[src/rtl/tx_arb_pkg.sv]
// Shared types and parameter defaults for the TX FIFO arbiter.
package tx_arb_pkg;

  typedef enum logic {
    IDLE = 1'b0,
    XFER = 1'b1
  } arb_state_t;

  localparam int unsigned DEF_DATA_WIDTH = 8;
  localparam int unsigned DEF_NUM_REQ    = 4;
  localparam int unsigned DEF_MAX_BURST  = 16;

endpackage

[src/rtl/tx_fifo_arbiter_rr_select.sv]
// Combinational round-robin pick: first valid requester searching upward
// from (ptr+1) mod N.
module rr_select #(
  parameter int unsigned N  = 4,
  parameter int unsigned IW = $clog2(N)
) (
  input  logic [N-1:0]  valid,
  input  logic [IW-1:0] ptr,
  output logic [IW-1:0] winner,
  output logic          any_valid
);

  always_comb begin
    winner    = '0;
    any_valid = 1'b0;
    for (int unsigned off = 1; off <= N; off++) begin
      if (!any_valid && valid[IW'((ptr + off) % N)]) begin
        any_valid = 1'b1;
        winner    = IW'((ptr + off) % N);
      end
    end
  end

endmodule

[src/rtl/tx_fifo_arbiter.sv]
// Round-robin arbiter moving requester packets into a TX FIFO, bursts
// capped at MAX_BURST. Define TX_ARB_PRIO0_EN to give requester 0 priority.
module tx_fifo_arbiter
  import tx_arb_pkg::*;
#(
  parameter int unsigned DATA_WIDTH = DEF_DATA_WIDTH,
  parameter int unsigned NUM_REQ    = DEF_NUM_REQ,
  parameter int unsigned MAX_BURST  = DEF_MAX_BURST
) (
  input  logic                          clk_tx_arb,
  input  logic                          rst_tx_arb,
  input  logic [NUM_REQ-1:0]            req_valid,
  input  logic [NUM_REQ*DATA_WIDTH-1:0] req_data,
  input  logic [NUM_REQ-1:0]            req_last,
  output logic [NUM_REQ-1:0]            req_ready,
  input  logic                          fifo_full,
  output logic                          fifo_wr,
  output logic [DATA_WIDTH-1:0]         fifo_data,
  output logic [$clog2(NUM_REQ)-1:0]    grant_id,
  output logic                          busy
);

  localparam int unsigned GW = $clog2(NUM_REQ);
  localparam int unsigned BW = $clog2(MAX_BURST + 1);
  localparam logic [BW-1:0] BURST_LAST = BW'(MAX_BURST - 1);

  arb_state_t    state, state_nxt;
  logic [GW-1:0] last_grant, last_grant_nxt;
  logic [GW-1:0] grant_nxt;
  logic [BW-1:0] burst_cnt, burst_cnt_nxt;
  logic [GW-1:0] rr_winner, winner;
  logic          any_valid;

  rr_select #(
    .N  (NUM_REQ),
    .IW (GW)
  ) u_rr_select (
    .valid     (req_valid),
    .ptr       (last_grant),
    .winner    (rr_winner),
    .any_valid (any_valid)
  );

`ifdef TX_ARB_PRIO0_EN
  assign winner = req_valid[0] ? '0 : rr_winner;
`else
  assign winner = rr_winner;
`endif

  always_ff @(posedge clk_tx_arb) begin
    if (rst_tx_arb) begin
      state      <= IDLE;
      last_grant <= GW'(NUM_REQ - 1);
      grant_id   <= '0;
      burst_cnt  <= '0;
    end else begin
      state      <= state_nxt;
      last_grant <= last_grant_nxt;
      grant_id   <= grant_nxt;
      burst_cnt  <= burst_cnt_nxt;
    end
  end

  // Handshake outputs are gated by reset so an aborted packet writes nothing.
  always_comb begin
    state_nxt      = state;
    last_grant_nxt = last_grant;
    grant_nxt      = grant_id;
    burst_cnt_nxt  = burst_cnt;
    req_ready      = '0;
    fifo_wr        = 1'b0;
    case (state)
      IDLE: begin
        if (any_valid) begin
          state_nxt = XFER;
          grant_nxt = winner;
        end
      end
      XFER: begin
        if (!rst_tx_arb) begin
          req_ready[grant_id] = !fifo_full;
          fifo_wr             = req_valid[grant_id] & !fifo_full;
        end
        if (fifo_wr) begin
          if (req_last[grant_id] || (burst_cnt == BURST_LAST)) begin
            state_nxt      = IDLE;
            burst_cnt_nxt  = '0;
            last_grant_nxt = grant_id;
          end else begin
            burst_cnt_nxt = burst_cnt + 1'b1;
          end
        end
      end
      default: state_nxt = IDLE;
    endcase
  end

  always_comb begin
    fifo_data = req_data[int'(grant_id)*DATA_WIDTH +: DATA_WIDTH];
  end

  assign busy = (state == XFER);

endmodule

[config.mk]
export PLATFORM = sky130hd
export DESIGN_NAME = tx_fifo_arbiter
export DESIGN_NICKNAME = d
export VERILOG_FILES = /design/src/rtl/tx_arb_pkg.sv /design/src/rtl/tx_fifo_arbiter_rr_select.sv /design/src/rtl/tx_fifo_arbiter.sv
export SDC_FILE = /design/constraint.sdc
export NUM_CORES = 1
export LEC_CHECK = 0
export CAP_MARGIN = 25
export CORE_MARGIN = 4
export CORE_UTILIZATION = 36
export DETAILED_ROUTE_END_ITERATION = 12
export PLACE_DENSITY = 0.84
export SYNTH_ARGS = -nofsm -noshare
export SYNTH_HDL_FRONTEND = slang
export SYNTH_SLANG_ARGS = --single-unit
[constraint.sdc]
create_clock -name clk_tx_arb -period 3.1 [get_ports clk_tx_arb]
set_input_delay 0.465 -clock clk_tx_arb [delete_from_list [all_inputs] [get_ports clk_tx_arb]]
set_output_delay 0.465 -clock clk_tx_arb [all_outputs]
set_load 0.03 [all_outputs]
==> results <==
[flip-flops by register name, indices dropped and copies added, names as in the netlist]
register / flops
busy: 1
burst_cnt: 5
last_grant: 2
grant_id: 2
[placed cells by master, fill, tap and decap left out, types with 2 or more instances in the layout]
| master | instances |
|---|---|
| nand3_1 | 4 |
| o21ai_0 | 3 |
| nand2b_1 | 3 |
| mux4_2 | 9 |
| nand2_1 | 5 |
| buf_4 | 3 |
| nor3_1 | 2 |
| clkbuf_4 | 3 |
| mux2i_1 | 3 |
| inv_1 | 3 |
| dfxtp_1 | 10 |
| clkdlybuf4s50_1 | 57 |
| nor2_1 | 10 |
| nor3b_1 | 2 |
| a31oi_1 | 2 |
| a21oi_1 | 5 |
| ha_1 | 2 |
[synth_stat cells]
cell / count
o31a_1: 1
nand3_1: 4
or2_2: 1
o22ai_1: 1
nor2_1: 10
inv_1: 3
and3_1: 1
inv_2: 1
nand3b_1: 1
nor2b_1: 1
and2b_1: 1
buf_2: 2
mux2i_1: 3
nor4_1: 1
or4b_4: 1
nor2_2: 1
or4bb_1: 1
nor3_1: 2
ha_1: 2
a21oi_1: 5
nand2b_1: 3
clkbuf_1: 1
dfxtp_1: 10
o21a_1: 1
or3_1: 1
nand2_1: 5
mux4_2: 9
buf_1: 1
a31oi_1: 2
o22a_2: 1
a211oi_1: 1
nor3b_1: 2
o21ai_0: 3
nand4b_1: 1
o32ai_1: 1
[cell families (layout without fill, tap and decap cells)]
| logic type | Yosys count | count (layout) | share of synthesized area (%) |
|---|---|---|---|
| and+or+nand+nor | 37 | 37 | 25.87 |
| AOI/OAI and AO/OA | 16 | 16 | 12.70 |
| muxes | 12 | 12 | 29.15 |
| DFF | 10 | 10 | 25.08 |
| buffers and inverters | 8 | 67 | 4.074 |
| adders and majority gates | 2 | 2 | 3.134 |
[through the flow]
step	power [mW]	instance area [um^2]	setup slack [ns]	utilization, %
final	0.4288	1430	0.3921	70.04
after global routing	0.4519	1430	0.3201	70.04
after CTS	0.4305	1430	0.3772	70.04
after detailed placement	0.3415	1408	0.3791	68.93
after global placement	0.3367	1408	0.4031	68.93
after floorplan	0.2410	798.3	0.9995	-
[layer usage]
metal / global-route usage, % / part of all wire, % / up-vias
met5: 0 / 0 / -
met4: 8.502 / 1.7 / 0
met2: 34.84 / 49 / 53
met3: 6.702 / 15 / 5
met1: 16.78 / 34 / 428
li1: - / - / 447
[power by group]
part	total [mW]	switching (mW)	internal (mW)	leakage, nW
registers	0.146	0.0125	0.134	0.0815
clock network	0.0911	0.0461	0.0450	0.0138
logic	0.191	0.0787	0.113	0.422
total	0.429	0.137	0.291	0.518
[final timing paths]
check	endpoint	startpoint	cells past startpoint
hold / removal	burst_cnt[1]	burst_cnt[1]	2
setup / recovery	req_ready[2]	rst_tx_arb	4
setup reg to reg	last_grant[1]	grant_id[0]	5
hold reg to reg	burst_cnt[1]	burst_cnt[1]	2
[layout make-up]
| class | instances | area, um^2 |
|---|---|---|
| clock buffer | 3 | 22.52 |
| sequential | 10 | 200.2 |
| multi-input combinational | 67 | 565.5 |
| timing repair buffer | 60 | 593.1 |
| tap | 27 | 33.78 |
| fill | 162 | 611.8 |
| inverter | 4 | 15.01 |
[worst min-delay path: cells and delay by family, from the launching register on]
kind	cells	cell delay (ns)
DFF	1	0.32
AOI/OAI and AO/OA	1	0.05
and+or+nand+nor	1	0.06
==> flow_summary_export.csv <==
group,metric,value,unit
routing,via_count,933,
global_route,groute.usage.overall,18.22,%
floorplanning,rows,16,
cts,clock-sinks,10,
sta,finalCritPeriodShare,87.35,%
sta,hold_violations,0,
setup_path,required,2.63,ns
yosys,ys_ff_latch,10,
placement,dp.cells,168,
setup_path,crit_fanout,3,
setup_path,worst_setup_path_end_kind,"output pin",
global_route,antenna_found_initial,0,
yosys,netlist_instances,85,
global_route,grt_pass1_wl,3815,um
routing,first_pass_iters,4,
yosys,synth_top_cell_by_area,"mux4_2",
routing,routedWlPerCell,16.13,um
finish,n_antenna_cell,0,
setup_path,slowest_delay,0.67,ns
floorplanning,fp.dieArea,3035,um^2
run,maxCapViolCount,0,
sta,fmax,0.3693,GHz
sta,slew_headroom,63.81,%
floorplanning,start_util,39.09,%
placement,dpl.hpwl,2305,um
finish,final_layout_size_suffix_gt1_share,13.89,%
setup_path,cp_top_family,"buffers and inverters",
setup_path,crit_top_cell,"clkdlybuf4s50_1",
cts,cts.htree.levels,1,
setup_path,cpMaxStageDelayCell,"clkdlybuf4s50_1",
yosys,synth.area.top_cells,"mux4_2 (25%), dfxtp_1 (25%), nor2_1 (4.7%)",
finish,finalNonFillerCells,171,
yosys,syn_avg_cell_area,9.391,um^2
cts,clk_pin_slew,0.06,ns
pwr,p_leak,0.5177,nW
setup_path,critical_path_buf_inv_count,2,
floorplanning,dieWidth,55.09,um
pwr,power.density,299.8,nW/um^2
worst_hold_path,hold_path.class,"flop to flop",
status,status,"finished clean",
routing,remaining_drc_errors,0,
setup_path,start_kind,"input pin",
setup_path,crit_chain,"clkdlybuf4s50_1 -> or4bb_1 -> nor2_1 -> clkdlybuf4s50_1",
cts,holdBufCountCts,0,
cts,cts-root-buf,"clkbuf_4",
yosys,yosysWarnings,0,
sta,skew,0.004496,ns
yosys,synth.yosys.seq_area_share,25.08,%
sta,rsz0062_at_grt,"false",
global_route,grt_overflow_total,0,
floorplanning,fp.coreArea,2042,um^2
pwr,peakVddDrop,0.1793,mV
sta,tns,0,ns
yosys,syn-cell-area,798.3,um^2
finish,area_growth,79.15,%
cts,postCtsSetupBuffers,0,
global_route,grt_start_max_net_pins,15,
placement,finalWeightedCongestion,0.7919,
yosys,synth_top_area_share,25.39,%
routing,ant_nets,0,
setup_path,worstSetupPathType,"input pin to output pin",
routing,via_per_inst,5.456,
floorplanning,fp.dieH,55.09,um
sta,setup_violations,0,
cts,cts_buffers,3,
sta,tightest_slew,0.5422,ns
sta,period_needed,2.708,ns
routing,wirelength,2759,um
cts,cts.repair.resized,0,
sta,whs,0.4847,ns
yosys,synth_nets,130,
sta,slew_violations,0,
routing,initialDrtViolationCount,17,
yosys,synth_cell_type_count,35,
finish,nets,191,
placement,portBuffers,58,
cts,cts_tree,"yes",
cts,clk_latency,0.27,ns
floorplanning,io_pins,59,
setup_path,worstPathArrival,2.24,ns
setup_path,ff2ff_setup_slack,0.92,ns
global_route,grt_pass1_vias,856,
cts,clk_path_buf_depth,2,
(Power assumes the default switching activity.)
